File: src/rtl/countdown_timer.sv
// Prescaled down-counter with start/stop/auto-reload control.
// Two-state FSM; out, BUSY and DONE are all registered.
module countdown_timer #(
    parameter int WIDTH = 8,
    parameter int DIV   = 1
) (
    input  logic             CLK,
    input  logic             RST,
    input  logic [WIDTH-1:0] LOAD_VAL,
    input  logic             START,
    input  logic             STOP,
    input  logic             AUTO_RELOAD,
    output logic [WIDTH-1:0] out,
    output logic             BUSY,
    output logic             DONE
);

    localparam int PW = (DIV > 1) ? $clog2(DIV) : 1;
    localparam logic [PW-1:0]    PRESC_MAX = PW'(DIV - 1);
    localparam logic [WIDTH-1:0] ONE       = WIDTH'(1);
    localparam logic [WIDTH-1:0] ZERO      = '0;

    typedef enum logic [0:0] {IDLE, RUN} state_t;

    state_t           state;
    logic [WIDTH-1:0] reload;
    logic [PW-1:0]    presc;
    logic             tick;

    assign tick = (state == RUN) && (presc == PRESC_MAX);

    // NOTE: every register here is state, so only non-blocking assignments appear below.
    always_ff @(posedge CLK or posedge RST) begin
        if (RST) begin
            state  <= IDLE;
            out    <= '0;
            reload <= '0;
            presc  <= '0;
            BUSY   <= 1'b0;
            DONE   <= 1'b0;
        end else begin
            DONE <= 1'b0;
            case (state)
                IDLE: begin
                    presc <= '0;
                    // STOP has priority over START even when nothing is running.
                    if (START && !STOP) begin
                        out    <= LOAD_VAL;
                        reload <= LOAD_VAL;
                        if (LOAD_VAL != ZERO) begin
                            state <= RUN;
                            BUSY  <= 1'b1;
                        end else begin
                            DONE <= 1'b1;
                        end
                    end
                end
                RUN: begin
                    if (STOP) begin
                        state <= IDLE;
                        BUSY  <= 1'b0;
                        presc <= '0;
                    end else if (START) begin
                        out    <= LOAD_VAL;
                        reload <= LOAD_VAL;
                        presc  <= '0;
                        if (LOAD_VAL == ZERO) begin
                            DONE  <= 1'b1;
                            state <= IDLE;
                            BUSY  <= 1'b0;
                        end
                    end else if (tick) begin
                        presc <= '0;
                        // RUN is only entered with a non-zero count, so out >= 1 here.
                        if (out == ONE) begin
                            DONE <= 1'b1;
                            if (AUTO_RELOAD) begin
                                out <= reload;
                            end else begin
                                out   <= '0;
                                state <= IDLE;
                                BUSY  <= 1'b0;
                            end
                        end else begin
                            out <= out - ONE;
                        end
                    end else begin
                        presc <= presc + 1'b1;
                    end
                end
                default: begin
                    state <= IDLE;
                    BUSY  <= 1'b0;
                end
            endcase
        end
    end

endmodule

File: config.mk
export PLATFORM = sky130hd
export DESIGN_NAME = countdown_timer
export DESIGN_NICKNAME = d
export VERILOG_FILES = /design/src/rtl/countdown_timer.sv
export SDC_FILE = /design/constraint.sdc
export NUM_CORES = 1
export LEC_CHECK = 0
export ABC_AREA = 1
export CORE_MARGIN = 2
export CORE_UTILIZATION = 30
export DETAILED_ROUTE_END_ITERATION = 7
export PLACE_DENSITY = 0.62
export SKIP_CTS_REPAIR_TIMING = 1
export SYNTH_ARGS = -nofsm -noshare
export SYNTH_HDL_FRONTEND = slang
export SYNTH_SLANG_ARGS = --single-unit
File: constraint.sdc
create_clock -name CLK -period 1.3 [get_ports CLK]
set_input_delay 0.26 -clock CLK [delete_from_list [all_inputs] [get_ports CLK]]
set_output_delay 0.26 -clock CLK [all_outputs]
set_load 0.02 [all_outputs]
# == Yosys cells after proc, flatten, opt, wreduce, memory -nomap -nowiden ==
# Index checks and enable logic that the tools add are counted.
# word_totals
elab_cells,68
register_bits,20
inputBits,13
output_inout_bits,10
# op_classes
mux,40
bitwise_logic,2
n_eq_ne,10
reduce_logical,8
add_sub_neg,2
# op_table
operator,n
$mux 8,8
$pmux 8 s2,2
$mux 1,26
$ne 4x3->1 const B,3
$eq 8x1->1 const B,1
$logic_not 8->1,1
$ne 2x2->1 const B,4
$pmux 1 s2,4
$reduce_bool 8->1,1
$sub 8x1->8 const B,1
$reduce_and 3->1,2
$reduce_and 6->1,1
$ne 4x4->1 const B,1
$ne 3x2->1 const B,1
$logic_and 1x1->1,2
$not 1->1,2
$add 1x1->1 const B,1
$logic_not 1->1,1

# == Longest topological paths before layout ==
# Gate-level depths: netlist (run 1).
# logic_depth
depth_word,6
mapped_depth,10
ltp_nobuf,10

# == Worst setup path after synthesis (run 1) ==
# Ideal clock, no wire load.
# synth_timing
path_kind,reg-to-reg
from,reg out[1]
to,reg out[6]
stages_incl_launch_ff,11
setup_slack_ns,-0.118
setup_time_ns,0.117
n_path_buf,0
t_required_ns,1.183
arrival_time_ns,1.302
synth_period_minus_slack_ns,1.418
cell_sequence,dfrtp_1 -> inv_1 -> ha_1 -> nand3_2 -> inv_1 -> nand2_4 -> nor2_1 -> nor2_1 -> nand2_1 -> nand2_1 -> nand2_1
# synth_via
elab_chain_cells,6
word_cells_on_any_way,7
classes_between,1 x add/sub; 1 x eq/ne; 5 x mux
# synth_lines
element,line,source
"start, declared",13,"output logic [WIDTH-1:0] out,"
"start signal, assigned",78,out <= reload;
"start signal, assigned",85,out <= out - ONE;
$sub 8x1->8 or $eq 8x1->1 (tied branches),"85, 75",
$mux 8 *,75,if (out == ONE) begin
$mux 8 *,72,end else if (tick) begin
$mux 8 *,63,end else if (START) begin
$mux 8 *,59,if (STOP) begin
$pmux 8 s2 *,43,case (state)
# Mark *: on every way between the ends. The rest lies on a longest branch, timed or not. The select of a mux whose other input is x is not followed.
# A chain may end at the register's enable or synchronous reset.

# == Final worst setup path (run 1) ==
# layout_timing
from,reg out[4]
to,reg out[4]
# The elaborated chain is that of the path after synthesis.

==> metrics.txt, run 1 <==
DP Area=1740 sq um; num ports=23; Synth Flop Type=dfrtp_1; DP HPWL=2270 um; DRT iter0 DRCs=97; Pre-antenna DRT Iters=5; RSZ-0062 raised after global routing=yes; routed vias=1273; EDFF count, synth=0; global-route wire length before repair=5220 um; fin. max-slew vios=0; number of global-route vias before repair=1167; die area=4870 sq um; leading cell type in the layout, fill and taps excluded=nand2_1; starting density of the core=31.8%; Period minus WS final=1330 ps; Num CTS Buffers=3; area grow syn2layout=49.6%; Syn Area/Cell=6.98 sq um; Async SR Flop Fraction=100%; most frequent cells in the layout=nand2_1 (55), buf_4 (24), inv_1 (21), dfrtp_1 (17), nand3_1 (17); failing checks=negative setup slack; CP Launch Point=out[4]$_DFFE_PP0P_; number of synthesized register bits=20; Setup Skew=3.38 ps; status=finished with violations; num rows=23; worst r2r src=out[4]$_DFFE_PP0P_; worst setup margin=-32.0 ps; leak pwr=1.08 nW; share of layout cells above drive strength 1=30.5%; setup violators final=3; Routed Wire Length=3190 um; post-synth top area share=38.6%; Tcrit/Tclk final=102%; worst path arrival time=1490 ps; clock buffer depth=2; vias per cell=4.50; worst-skew pair later-pin latency=260 ps; GRT overflow=0; largest area contributor in the netlist=dfrtp_1; clk root buf=clkbuf_8; class of the most critical setup path=reg -> reg; Mapped Area=1300 sq um; Hold Violations, Final=0; Mapped Nets=201; Num Clock Sinks=20; clock transition at the registers of the reported paths=80 ps; Die Wd=69.8 um; initial antenna violation count=0; synth top area cells=dfrtp_1 (39%), nand2_1 (18%), nand3_1 (8.5%), inv_1 (7.2%), nor2_1 (4.1%); Seq/Total Area, Yosys=38.6%; Final nets=249; fmax=0.751 GHz; worst hold path class=in -> async; CP max FO=5; DR DRC count=0; CTS tree=built; Syn Inst Count=186; R2R depth=9; Peak supply drop=0.475 mV; largest net degree at the start of global routing=21; Ys Warns=0; MaxCap Viol Count=0; ANT nets after route=0; Final GP Congestion=0.815; critical path launch point type=register; H-tree levels=1; crit end category=register; GRT Util Overall=13.0%; pwr/cell area=1120 nW/um^2; Final Cell Area=1940 sq um; WL/cell=11.3 um; Port Buf Inserts=22; Core Area=4090 sq um; Final Non-Filler Cells=283; Antenna Cells=0; Die Y=69.8 um; Distinct cells, synth=24; Critical Path RT=1450 ps; placed cell count=275
-- critical path, cell delays in order, from the launching register on --
cell     delay [ps]
dfrtp_1         390
buf_4           150
nor2_4          110
nand2_4          80
inv_2           140
nand2_8          90
nand3_2          80
nand3_1          70
nand2_1          80
nand2_1          50
-- logic make-up (layout without fill, tap and decap cells) --
family,after synthesis,count (layout),share of synthesized area (%)
AOI/OAI and AO/OA,21,21,8.68
adders and majority gates,2,2,1.93
DFF,20,20,38.6
and+or+nand+nor,108,109,39.2
other,1,1,0.289
buffers and inverters,33,79,10.6
xor gates and xnor gates,1,1,0.675
-- report_power, final --
part / switching [mW] / internal [mW]
logic: 0.493 / 0.414
clock network: 0.214 / 0.270
registers: 0.0757 / 0.709
total: 0.783 / 1.39
-- per-stage QoR --
stage | power, mW | hold slack, ps | utilization [%] | setup WS (ps) | TNS (ps)
after global placement | 1.58 | 452 | 42.6 | -222 | -2890
after global routing | 2.33 | 381 | 47.5 | -123 | -800
after floorplan | 1.24 | 224 | - | 4.39 | 0
after CTS | 2.07 | 337 | 43.9 | -277 | -2680
after detailed placement | 1.58 | 465 | 42.6 | -231 | -3020
final | 2.18 | 330 | 47.5 | -32.0 | -78.0
-- path summary, 6_finish.rpt --
path / slack [ps] / endpoint
max: -30 / out[4]$_DFFE_PP0P_
min: 330 / reload[0]$_DFFE_PP0P_
max reg2reg: -30 / out[4]$_DFFE_PP0P_
min reg2reg: 470 / DONE$_DFF_PP0_
max in group asynchronous: 730 / out[3]$_DFFE_PP0P_
min in group CLK: 470 / DONE$_DFF_PP0_
-- registers in the layout, indices dropped and copies added (netlist names) --
name and flops:
BUSY 1, DONE 1, out 8, presc 1
reload 8, state 1
-- Yosys cell counts (2+ instances only) --
master / count
nor2_1: 14
ha_1: 2
inv_2: 3
a21oi_1: 8
clkbuf_1: 2
inv_1: 25
nand3_1: 22
a21oi_2: 2
nand2_1: 61
dfrtp_1: 20
o21ai_0: 10
nor2_4: 2
nand2_4: 4
-- per-layer routing --
metal / GRT usage [%] / vias to the layer above / share of wire (%)
met1: 19.5 / 570 / 52
met2: 19.3 / 26 / 43
met5: 0 / - / 0
li1: - / 672 / -
met4: 3.85 / 0 / 1.3
met3: 1.89 / 5 / 3.9
-- final cells by class --
cell class	count	area, sq um
sequential	20	504
inverter	29	116
tap	50	62.6
clock buffer	4	55.1
timing repair buffer	46	424
fill	399	2150
multi-input combinational	134	778
(Power assumes the default switching activity.)
==> inputs of run 2 (changes only) <==
--- a/config.mk
+++ b/config.mk
@@ -9,6 +9,7 @@
 export CORE_MARGIN = 2
 export CORE_UTILIZATION = 30
 export DETAILED_ROUTE_END_ITERATION = 7
+export GPL_ROUTABILITY_DRIVEN = 0
 export PLACE_DENSITY = 0.62
 export SKIP_CTS_REPAIR_TIMING = 1
 export SYNTH_ARGS = -nofsm -noshare
==> results of run 2 <==
No change in the layout: final DEF, timing and power equal those of run 1.
